`src/rtl/mem_bank_pkg.sv`:
```
`default_nettype none
// ============================================================================
//  Module      : mem_bank_pkg
//  Description : Shared widths and types for the banked-RAM access arbiter.
//  Revision    : 1.0 - initial release
// ============================================================================
package mem_bank_pkg;

    localparam int DEF_DW   = 8;
    localparam int DEF_AW   = 12;
    localparam int DEF_NB   = 4;
    localparam int DEF_CNTW = 16;
    localparam int BSW      = $clog2(DEF_NB);
    localparam int BAW      = DEF_AW - BSW;

    typedef struct packed {
        logic           vld;
        logic [BSW-1:0] bank;
    } rd_tag_t;

    typedef enum logic {
        PORT_A = 1'b0,
        PORT_B = 1'b1
    } port_e;

endpackage
`default_nettype wire

```
`src/rtl/bank_sel_dec.sv`:
```
`default_nettype none
// ============================================================================
//  Module      : bank_sel_dec
//  Description : Enabled binary-to-one-hot bank select decoder.
//  Revision    : 1.0 - initial release
// ============================================================================
module bank_sel_dec #(
    parameter int NB = 4
) (
    input  logic                  en,
    input  logic [$clog2(NB)-1:0] bank,
    output logic [NB-1:0]         sel
);

    assign sel = en ? ({{(NB-1){1'b0}}, 1'b1} << bank) : '0;

endmodule
`default_nettype wire

```
`src/rtl/mem_bank_arb.sv`:
```
`default_nettype none
// ============================================================================
//  Module      : mem_bank_arb
//  Description : Two-port arbiter over four single-port RAM banks with
//                per-bank round-robin, registered read return, conflict count.
//  Revision    : 1.0 - initial release
// ============================================================================
module mem_bank_arb
    import mem_bank_pkg::*;
#(
    parameter int DW   = DEF_DW,
    parameter int AW   = DEF_AW,
    parameter int NB   = DEF_NB,
    parameter int CNTW = DEF_CNTW
) (
    input  logic              clk,
    input  logic              rst_n,
    input  logic              a_req,
    input  logic              a_we,
    input  logic [AW-1:0]     a_addr,
    input  logic [DW-1:0]     a_wdata,
    output logic              a_gnt,
    output logic              a_rvalid,
    output logic [DW-1:0]     a_rdata,
    input  logic              b_req,
    input  logic              b_we,
    input  logic [AW-1:0]     b_addr,
    input  logic [DW-1:0]     b_wdata,
    output logic              b_gnt,
    output logic              b_rvalid,
    output logic [DW-1:0]     b_rdata,
    output logic [NB-1:0]     bank_cs,
    output logic [NB-1:0]     bank_we,
    output logic [NB*BAW-1:0] bank_addr,
    output logic [NB*DW-1:0]  bank_wdata,
    input  logic [NB*DW-1:0]  bank_rdata,
    output logic [CNTW-1:0]   conflict_cnt
);

    logic [NB-1:0]   r_prio;
    rd_tag_t         r_a_tag;
    rd_tag_t         r_b_tag;
    logic [DW-1:0]   r_a_rdata;
    logic [DW-1:0]   r_b_rdata;
    logic [CNTW-1:0] r_cnt;

    logic [BSW-1:0]  w_a_bank;
    logic [BSW-1:0]  w_b_bank;
    logic            w_conflict;
    port_e           w_winner;
    logic [NB-1:0]   w_a_sel;
    logic [NB-1:0]   w_b_sel;
    logic [DW-1:0]   w_a_ret;
    logic [DW-1:0]   w_b_ret;

    assign w_a_bank   = a_addr[AW-1:BAW];
    assign w_b_bank   = b_addr[AW-1:BAW];
    assign w_conflict = rst_n & a_req & b_req & (w_a_bank == w_b_bank);
    assign w_winner   = r_prio[w_a_bank] ? PORT_B : PORT_A;

    // Grants are suppressed while reset is asserted so no bank is touched.
    assign a_gnt = rst_n & a_req & (~w_conflict | (w_winner == PORT_A));
    assign b_gnt = rst_n & b_req & (~w_conflict | (w_winner == PORT_B));

    bank_sel_dec #(.NB(NB)) u_dec_a (.en(a_gnt), .bank(w_a_bank), .sel(w_a_sel));
    bank_sel_dec #(.NB(NB)) u_dec_b (.en(b_gnt), .bank(w_b_bank), .sel(w_b_sel));

    for (genvar i = 0; i < NB; i++) begin : g_bank
        assign bank_cs[i] = w_a_sel[i] | w_b_sel[i];
        assign bank_we[i] = (w_a_sel[i] & a_we) | (w_b_sel[i] & b_we);
        assign bank_addr[i*BAW +: BAW] = w_a_sel[i] ? a_addr[BAW-1:0] :
                                         w_b_sel[i] ? b_addr[BAW-1:0] : '0;
        assign bank_wdata[i*DW +: DW]  = w_a_sel[i] ? a_wdata :
                                         w_b_sel[i] ? b_wdata : '0;
    end

    assign w_a_ret = bank_rdata[r_a_tag.bank*DW +: DW];
    assign w_b_ret = bank_rdata[r_b_tag.bank*DW +: DW];

    always_ff @(posedge clk or negedge rst_n) begin
        if (!rst_n) begin
            r_prio    <= '0;
            r_a_tag   <= '0;
            r_b_tag   <= '0;
            r_a_rdata <= '0;
            r_b_rdata <= '0;
            r_cnt     <= '0;
        end else begin
            // The loser of a conflict is favoured next time in that bank.
            if (w_conflict) begin
                r_prio[w_a_bank] <= (w_winner == PORT_A);
                if (r_cnt != '1)
                    r_cnt <= r_cnt + {{(CNTW-1){1'b0}}, 1'b1};
            end
            r_a_tag.vld  <= a_gnt & ~a_we;
            r_a_tag.bank <= w_a_bank;
            r_b_tag.vld  <= b_gnt & ~b_we;
            r_b_tag.bank <= w_b_bank;
            if (r_a_tag.vld)
                r_a_rdata <= w_a_ret;
            if (r_b_tag.vld)
                r_b_rdata <= w_b_ret;
        end
    end

    assign a_rvalid     = r_a_tag.vld;
    assign b_rvalid     = r_b_tag.vld;
    assign a_rdata      = r_a_tag.vld ? w_a_ret : r_a_rdata;
    assign b_rdata      = r_b_tag.vld ? w_b_ret : r_b_rdata;
    assign conflict_cnt = r_cnt;

endmodule
`default_nettype wire

```
`config.mk`:
```
export PLATFORM = sky130hd
export DESIGN_NAME = mem_bank_arb
export DESIGN_NICKNAME = d
export VERILOG_FILES = /design/src/rtl/mem_bank_pkg.sv /design/src/rtl/bank_sel_dec.sv /design/src/rtl/mem_bank_arb.sv
export SDC_FILE = /design/constraint.sdc
export NUM_CORES = 1
export LEC_CHECK = 0
export CAP_MARGIN = 20
export CORE_MARGIN = 2
export CORE_UTILIZATION = 38
export CTS_CLUSTER_SIZE = 30
export DETAILED_ROUTE_END_ITERATION = 10
export GPL_ROUTABILITY_DRIVEN = 0
export PLACE_DENSITY = 0.84
export SLEW_MARGIN = 30
export SYNTH_ARGS = -nofsm -noshare
export SYNTH_HDL_FRONTEND = slang
export SYNTH_SLANG_ARGS = --single-unit
```
`constraint.sdc`:
```
create_clock -name clk -period 2.6 [get_ports clk]
set_clock_uncertainty 0.05 [all_clocks]
set_input_delay 0.52 -clock clk [delete_from_list [all_inputs] [get_ports clk]]
set_output_delay 0.52 -clock clk [all_outputs]
set_load 0.01 [all_outputs]
```
After elaboration in Yosys (flattened, before gate mapping). Index checks and enable logic that the tools add are counted.

Input bits: 78. Word-level logic and storage cells: 75. Register bits after elaboration: 42.

Bitwise gates (word level): 30. Shift operators: 4. Multiplexer cells: 26. Reduce and logical (&&, ||, !) cells: 2. Eq/ne operators: 2. Order comparisons: 2. Add/sub/neg operators: 1.

Operators by type and width (count): 2-to-1 mux 10 bit (8); 2-to-1 mux 8 bit (10); indexed part select 32 x 6 -> 8 bit (2); adder 16 x 1 -> 16 bit, second input constant (1); AND 1 bit (16); inequality test 16 bit, second input constant (1); bitwise OR 1 bit (10); 2-to-1 mux 4 bit (2); left shift 1 x 2 -> 4 bit, first input constant (2); bitwise mux 4 bit (1); inverter 1 bit (4); less-than comparator 2 x 3 -> 1 bit, second input constant (1); 2-to-1 mux 1 bit (3); binary-select mux 1 bit (select 2 bit) (1); demux 1 bit (select 2 bit) (1); == test 2 bit (1); greater-or-equal comparator 2 x 1 -> 1 bit, second input constant (1); AND reduction 2 bit (1); logical AND 1 bit (1).

Logic depth before layout (Yosys ltp). Gate-level depths: netlist of the first run.

Depth after elaboration: 9. Mapped depth: 9.

By module. From an unflattened synthesis of the first run, not the netlist that was laid out.

Cells, all modules: 371. Area total of the unflattened synthesis: 3211.8 µm².

By module, submodules not included: mem_bank_arb (cells an instance 363, times used 1, area an instance 3136.8 µm², sequential area each 1051.0 µm²); bank_sel_dec (cells an instance 4, times used 2, area an instance 37.5 µm², sequential area each 0.0 µm²).

Least setup slack after synthesis of the first run. No wires, ideal clock.

Path type: input to output. Start point: in a_addr[10]. End point: out bank_we[0]. Data required time: 2030 ps. Path buffers: 2. Slack: 280 ps. Data arrival time: 1750 ps. Stages on the path: 5. Path through: buf_6 -> mux4_2 -> or2_0 -> clkbuf_1 -> a32o_1.

Word-level cells in the longest chain between the ends: 9. Elaborated cells between the ends (all ways): 17. Classes of those cells: eq/ne: 1; shift: 1; mux: 5; bitwise: 10.

Ends and longest elaborated chain: start, declared (line mem_bank_arb.sv:20) `input logic [AW-1:0] a_addr,`; binary-select mux 1 bit (select 2 bit) (line mem_bank_arb.sv:59) `assign w_winner = r_prio[w_a_bank] ? PORT_B : PORT_A;`; 2-to-1 mux 1 bit (not written as such) (line mem_bank_arb.sv:59); 2-to-1 mux 1 bit (line mem_bank_arb.sv:59); inverter 1 bit (line mem_bank_arb.sv:62) `assign a_gnt = rst_n & a_req & (~w_conflict | (w_winner == PORT_A));`; bitwise OR 1 bit (line mem_bank_arb.sv:62); AND 1 bit (line mem_bank_arb.sv:62); 2-to-1 mux 4 bit (line bank_sel_dec.sv:15) `assign sel = en ? ({{(NB-1){1'b0}}, 1'b1} << bank) : '0;`; AND 1 bit (line mem_bank_arb.sv:70) `assign bank_we[i] = (w_a_sel[i] & a_we) | (w_b_sel[i] & b_we);`; bitwise OR 1 bit (*) (line mem_bank_arb.sv:70); end, declared (line mem_bank_arb.sv:33) `output logic [NB-1:0] bank_we,`.

Every way passes the cells marked *; elsewhere a longest branch is shown, timed or not. The select of a mux whose other input is x is not followed.

Worst setup path after layout of the first run.
Start point: in a_addr[10]. End point: out bank_addr[29].

Word-level cells in the longest chain between the ends: 8. Elaborated cells between the ends (all ways): 16. Classes of those cells: eq/ne: 1; shift: 1; mux: 7; bitwise: 7.

Ends and longest elaborated chain: binary-select mux 1 bit (select 2 bit) / == test 2 bit (equally long branches) (line mem_bank_arb.sv:59, mem_bank_arb.sv:58); 2-to-1 mux 1 bit (not written as such) / AND 1 bit (equally long branches) (line mem_bank_arb.sv:59, mem_bank_arb.sv:58); 2-to-1 mux 1 bit / inverter 1 bit (equally long branches) (line mem_bank_arb.sv:59, mem_bank_arb.sv:62, mem_bank_arb.sv:63); bitwise OR 1 bit / inverter 1 bit (equally long branches) (line mem_bank_arb.sv:63, mem_bank_arb.sv:62); AND 1 bit / bitwise OR 1 bit (equally long branches) (line mem_bank_arb.sv:63, mem_bank_arb.sv:62); 2-to-1 mux 4 bit / AND 1 bit (equally long branches) (line bank_sel_dec.sv:15, mem_bank_arb.sv:62); 2-to-1 mux 10 bit / 2-to-1 mux 4 bit (equally long branches) (line mem_bank_arb.sv:72, bank_sel_dec.sv:15); 2-to-1 mux 10 bit (*) (line mem_bank_arb.sv:71) `assign bank_addr[i*BAW +: BAW] = w_a_sel[i] ? a_addr[BAW-1:0] :`; end, declared (line mem_bank_arb.sv:34) `output logic [NB*BAW-1:0] bank_addr,`.

Marked as above.

==> results of run 1 <==
==> synthesized netlist by cell type, types with 3 or more instances <==
cell and instances:
xor2_1 8, nand2_1 9, a22o_1 71, nor3_1 4, or2_1 4, nor2b_1 3, and3_1 6, mux2_2 17
inv_1 3, nor2_1 4, nand3_1 7, xnor2_1 13, dfrtp_1 42, nand4b_1 3, clkbuf_1 3, a21oi_2 4
buf_6 16, nand4_1 4, mux4_2 17, a32o_1 4
==> layer usage <==
layer	part of all wire, %	wire (microns)	up-vias
met5	0	0	-
met4	1.7	231	0
met3	7.3	994	27
met2	51	6950	177
met1	40	5360	1845
li1	-	-	1613
==> flip-flops by register name, indices dropped and copies added, names as in the netlist <==
name and count:
conflict_cnt 16, r_a_rdata 8, r_b_rdata 8, r_prio 4, r_a_tag 2, r_b_tag 2, a_rvalid 1, b_rvalid 1
==> through the flow <==
step,power [uW],cells
finish,2310,636
global route,2420,636
CTS,2280,631
detailed placement,1750,586
global placement,1730,586
floorplan,1200,273
==> power by group through the flow <==
stage,clock network [uW],registers (uW),logic (uW)
6_report,508,829,973
5_1_grt,557,840,1030
4_1_cts,523,827,931
3_5_place_dp,0,840,913
3_3_place_gp,0,833,892
2_1_floorplan,0,851,351
==> final timing paths <==
path | start | end | cells after the start
max in group asynchronous | rst_n | r_prio[2]$_DFFE_PN0P_ | 2
worst max-delay path | a_addr[10] | bank_addr[29] | 11
worst min register to register | r_b_rdata[7]$_DFF_PN0_ | r_b_rdata[7]$_DFF_PN0_ | 1
min in group clk | a_addr[11] | r_a_tag[1]$_DFF_PN0_ | 1
worst min-delay path | rst_n | r_prio[3]$_DFFE_PN0P_ | 2
worst max register to register | conflict_cnt[0]$_DFFE_PN0P_ | conflict_cnt[4]$_DFFE_PN0P_ | 6
==> worst register-to-register path: cells and delay by family, from the launching register on <==
| family | cells | cell delay, ns |
|---|---|---|
| adders and majority gates | 1 | 0.23 |
| xor gates and xnor gates | 1 | 0.14 |
| DFF | 1 | 0.40 |
| and+or+nand+nor | 4 | 0.95 |
==> final cells by class <==
| cell class | instances | area (sq um) |
|---|---|---|
| Clock buffer | 6 | 72.6 |
| Tap cell | 105 | 131 |
| Sequential cell | 42 | 1050 |
| Inverter | 3 | 11.3 |
| Timing Repair Buffer | 274 | 2630 |
| Multi-Input combinational cell | 204 | 2100 |
| Clock inverter | 2 | 37.5 |
| Fill cell | 581 | 2220 |
==> kinds of logic (layout without fill, tap and decap cells) <==
| kind of cell | after synthesis | after routing | synth area share (%) |
|---|---|---|---|
| AOI/OAI and AO/OA | 86 | 87 | 24.6 |
| xor gates and xnor gates | 21 | 21 | 5.66 |
| adders and majority gates | 1 | 1 | 0.385 |
| buffers and inverters | 28 | 285 | 7.24 |
| DFF | 42 | 42 | 32.3 |
| muxes | 34 | 34 | 17.7 |
| and+or+nand+nor | 61 | 61 | 12.1 |
==> timing repair <==
item | CTS | global route
setup endpoints to repair | 98 | 81
setup buffers | 27 | 5
hold buffers | 1 | 0
pin swaps | 17 | 27
cloned | 10 | 1
endpoints found under the hold margin | 1 | 0
resized for setup | 343 | 31
==> impl_metrics.yaml, run 1 <==
sta:
  tns_ns: -0.00596
  slew_headroom_pct: 70.0
  whs_ns: 0.172
  rsz0062_at_grt: "yes"
  fin_ws_ns: -0.00596
  post-route-period-util_pct: 100
  slew_violations: 0
  setup_violations: 1
  period_needed_ns: 2.61
  worst_pin_slew_ns: 0.450
  fmax_mhz: 384
  hold_viol_final: 0
finish:
  diodes: 0
  layout_commonest_cell: "clkdlybuf4s50_1"
  nNetsFinal: 609
  final_core_util_pct: 73.1
  final_cell_mix: "86 x clkdlybuf4s50_1, 71 x a22o_1, 60 x buf_2, 44 x buf_4, 42 x dfrtp_1"
  drive_gt1_share_pct: 40.7
  areaGrowthSynthToFinish_pct: 85.7
  final_area_sq_um: 6030
pwr:
  combPwrFrac_pct: 42.1
  max-vdd-ir-drop_mv: 0.407
  p_seq_share_pct: 35.9
  p_int_uw: 1590
  power_frac_clock_pct: 22.0
  p_sw_uw: 715
  swShare_pct: 31.0
  p_per_area_nw_per_um2: 383
  leakage_uw: 0.00284
worst_setup_path:
  end_kind: "primary output"
  path_common_cell: "buf_6"
  path_delay_family: "buffers and inverters"
  crit_type: "input port to primary output"
  crit_chain: "buf_8, xnor2_4, and2_4, buf_6, buf_6, a21oi_4, nor2b_4, buf_12, buf_16, a22o_1, buf_2"
  critPathMaxFanout: 7
  path_buf_inv: 6
  cp.arrival_ns: 2.04
  r2r_setup_slack_ns: 0.70
  critPathRequiredTime_ns: 2.03
  start_kind: "input port"
  slowest_stage: "a22o_1"
  max_stage_delay_ns: 0.21
global_route:
  track_usage_pct: 27.8
  grt_start_max_net_pins: 27
  overflow: 0
  grt_util_met3_pct: 4.50
  top_usage_layer: "met2"
  grt_pass1_vias: 3691
  grtUsageMet1_pct: 36.1
  grt_first_pass_wirelength_microns: 19600
  met2_usage_pct: 47.6
  antenna_found_initial: 0
floorplan:
  die_w_microns: 96.5
  io_pins: 194
  start_util_pct: 39.3
  die-area_sq_um: 9310
  fp-row-count: 33
  core-area_sq_um: 8260
  die_h_microns: 96.5
clock_tree:
  cts_tree: "built"
  path_clk_slew_ns: 0.07
  clkSinkCount: 42
  cts-root-buf: "clkbuf_8"
  clockBufferDepth: 2
  numCtsBuffers: 5
  clk_latency_ns: 0.29
  ctsHtreeMaxLevel: 2
place:
  io_buffers: 193
  hpwl_microns: 8420
  dpl-instance-area_sq_um: 5460
  dpl_worst_slack_ns: -0.969
job:
  maxCapViolCount: 0
yosys:
  synth_top_area_cell: "dfrtp_1"
  synth_seq_cells: 42
  ys.warnings.count: 0
  synth_top_area_share_pct: 32.3
  synthFlopType: "dfrtp_1"
  syn_inst: 273
  synth_nets: 352
  synth-async-reset-ratio_pct: 100
  avgSynthCellArea_sq_um: 11.9
  netlist_area_sq_um: 3250
  synth_area_leaders: "dfrtp_1 32%, a22o_1 19%, mux4_2 12%, mux2_2 5.9%, buf_6 5.5%"
  synth_edf_count: 0
  synthDistinctLibCells: 43
  ys_seq_area_share_pct: 32.3
route:
  drtAntennaViolNets: 0
  drtIter0Drc: 211
  dr.pass1.iters: 5
  drc_errors: 0
  vias: 3662
  drt-total-wl_microns: 13500
  routed_via_density: 5.76
  routedWlPerCell_microns: 21.3
status:
  violations: "setup timing"
  status: "complete, but fails checks"
min_path:
  min_path_type: "input port to async pin"
Power figures use the tool's default switching activity.
==> run 2, diff against run 1 <==
Settings changed: CAP_MARGIN 20 to 5.
==> results of run 2 <==
Final layout, timing and power as in run 1 (identical DEF).
==> run 3, diff against run 2 <==
Settings changed: CTS_CLUSTER_DIAMETER set to 200, GPL_ROUTABILITY_DRIVEN 0 to not set.
==> run 3 against run 2 <==
Against the previous run:
- the flow still finishes with violations (setup timing)
- global-route usage down 2.0 points
- register-to-register slack about the same
- design area down 4.1%
- critical path depth unchanged
==> impl_metrics.yaml, run 3 (synthesis gave the netlist of run 1 again) <==
status:
  status: "complete, but fails checks"
  violations: "setup timing"
finish:
  nNetsFinal: 607
  areaGrowthSynthToFinish_pct: 78.2
  final_cell_mix: "88 x clkdlybuf4s50_1, 71 x a22o_1, 50 x buf_4, 49 x buf_2, 42 x dfrtp_1"
  largest_reg_flops: 16
  layout_commonest_cell: "clkdlybuf4s50_1"
  diodes: 0
  nFillCells: 623
  drive_gt1_share_pct: 44.5
global_route:
  track_usage_pct: 25.8
  overflow: 0
  grt_start_max_net_pins: 38
  grt_pass1_vias: 3604
  grt_first_pass_wirelength_microns: 18500
  antenna_found_initial: 0
route:
  dr.pass1.iters: 5
  routedWlPerCell_microns: 19.8
  drc_errors: 0
  routed_via_density: 5.56
  drtAntennaViolNets: 0
  vias: 3522
  drtIter0Drc: 108
  drt-total-wl_microns: 12600
worst_setup_path:
  start_kind: "input port"
  end_kind: "primary output"
  crit_type: "input port to primary output"
  slowest_stage: "nand4b_1"
  critPathMaxFanout: 5
  path_delay_family: "buffers and inverters"
  cp.arrival_ns: 2.08
  critPathRequiredTime_ns: 2.03
  path_common_cell: "buf_6"
  max_stage_delay_ns: 0.21
  crit_chain: "buf_12, buf_6, buf_6, nand4b_1, buf_4, a21oi_4, nor2b_4, clkbuf_16, buf_6, a22o_1, buf_2"
  path_buf_inv: 7
floorplan:
  core-area_sq_um: 8260
  die_w_microns: 96.5
  die-area_sq_um: 9310
  start_util_pct: 39.3
  io_pins: 194
  die_h_microns: 96.5
  fp-row-count: 33
clock_tree:
  cts_tree: "built"
  clk_latency_ns: 0.29
  cts-root-buf: "clkbuf_8"
  clkSinkCount: 42
  ctsHtreeMaxLevel: 2
  numCtsBuffers: 5
  ctsHoldBuffers: 0
  clockBufferDepth: 2
  path_clk_slew_ns: 0.07
sta:
  slew_violations: 0
  rsz0062_at_grt: "yes"
  hold_viol_final: 0
  worst_pin_slew_ns: 0.486
  fmax_mhz: 378
  fin_ws_ns: -0.0452
  period_needed_ns: 2.65
  post-route-period-util_pct: 102
  slew_headroom_pct: 67.6
  tns_ns: -0.308
  setup_violations: 12
pwr:
  p_int_uw: 1600
  swShare_pct: 30.5
  p_sw_uw: 704
  p_per_area_nw_per_um2: 398
  power_frac_clock_pct: 23.1
  p_seq_share_pct: 35.9
  power_uw: 2300
  leakage_uw: 0.00271
  combPwrFrac_pct: 41.0
  max-vdd-ir-drop_mv: 0.379
place:
  dpl_worst_slack_ns: -0.931
  io_buffers: 193
  hpwl_microns: 8430
  gp_congestion: 0.883
min_path:
  min_path_type: "input port to async pin"
job:
  maxCapViolCount: 0
==> run 3: cell types whose count changed in the layout (fill, tap and decap cells not counted), moves of 2 or more <==
cell             previous run  this run
buf_4                      44        50
buf_6                      18        15
dlygate4sd2_1              26         9
clkdlybuf4s50_1            86        88
clkbuf_2                    0        35
buf_16                      8         4
buf_2                      60        49
dlymetal6s2s_1              2         0
clkdlybuf4s15_1            12         9
==> run 3: metrics by stage <==
step / util [%] / cells / cell area (sq um) / hold WS (ns)
global route: 70.1 / 633 / 5790 / 0.251
floorplan: - / 273 / 3250 / 0.174
detailed placement: 66.5 / 589 / 5490 / 0.437
CTS: 72.9 / 631 / 6020 / 0.247
finish: 70.1 / 633 / 5790 / 0.252
global placement: 66.5 / 589 / 5490 / 0.427
==> run 3: cell type report <==
| class | instances | area [sq um] | share of cell area, % |
|---|---|---|---|
| timing repair buffer | 272 | 2390 | 41.3 |
| multi-input combinational | 204 | 2090 | 36.2 |
| sequential | 42 | 1050 | 18.2 |
| tap | 105 | 131 | 2.27 |
| clock buffer | 6 | 82.6 | 1.43 |
| clock inverter | 1 | 30.0 | 0.519 |
| inverter | 3 | 11.3 | 0.195 |
==> run 3: timing repair <==
action                     CTS  global route
resized for setup          313            73
setup buffers               28             3
pin swaps                   18            18
cloned                       7             0
setup endpoints to repair   98            87
==> run 3: power by group through the flow <==
stage               sequential, uW  combinational, uW  clock [uW]
floorplan                      851                351           0
global placement               834                899           0
detailed placement             839                923           0
CTS                            827                939         538
global route                   844               1010         570
finish                         827                944         533
==> run 3: layer usage <==
| layer | share of wire (%) | up-vias | routed length [microns] | track usage [%] |
|---|---|---|---|---|
| met5 | 0 | - | 0 | 0 |
| met4 | 0.94 | 0 | 118 | 7.16 |
| met3 | 7.1 | 12 | 892 | 5.43 |
| met2 | 53 | 141 | 6610 | 44.3 |
| met1 | 39 | 1761 | 4930 | 33.1 |
| li1 | - | 1608 | - | - |
==> run 3: worst min-delay path, delay by kind of cell <==
family | cells | cell delay (ns)
buffers and inverters | 3 | 0.38
==> run 3: worst paths after layout <==
check                      cells after the start                     endpoint  slack [ns]                         from
setup / recovery                              11                bank_addr[29]       -0.05                   a_addr[10]
hold / removal                                 3  conflict_cnt[9]$_DFFE_PN0P_        0.25                        rst_n
setup reg to reg                               6  conflict_cnt[4]$_DFFE_PN0P_        0.70  conflict_cnt[0]$_DFFE_PN0P_
hold reg to reg                                1       r_b_rdata[7]$_DFF_PN0_        0.45       r_b_rdata[7]$_DFF_PN0_
max in group asynchronous                      2         r_b_tag[1]$_DFF_PN0_        1.82                        rst_n
min in group clk                               1         r_b_tag[1]$_DFF_PN0_        0.37                   b_addr[11]
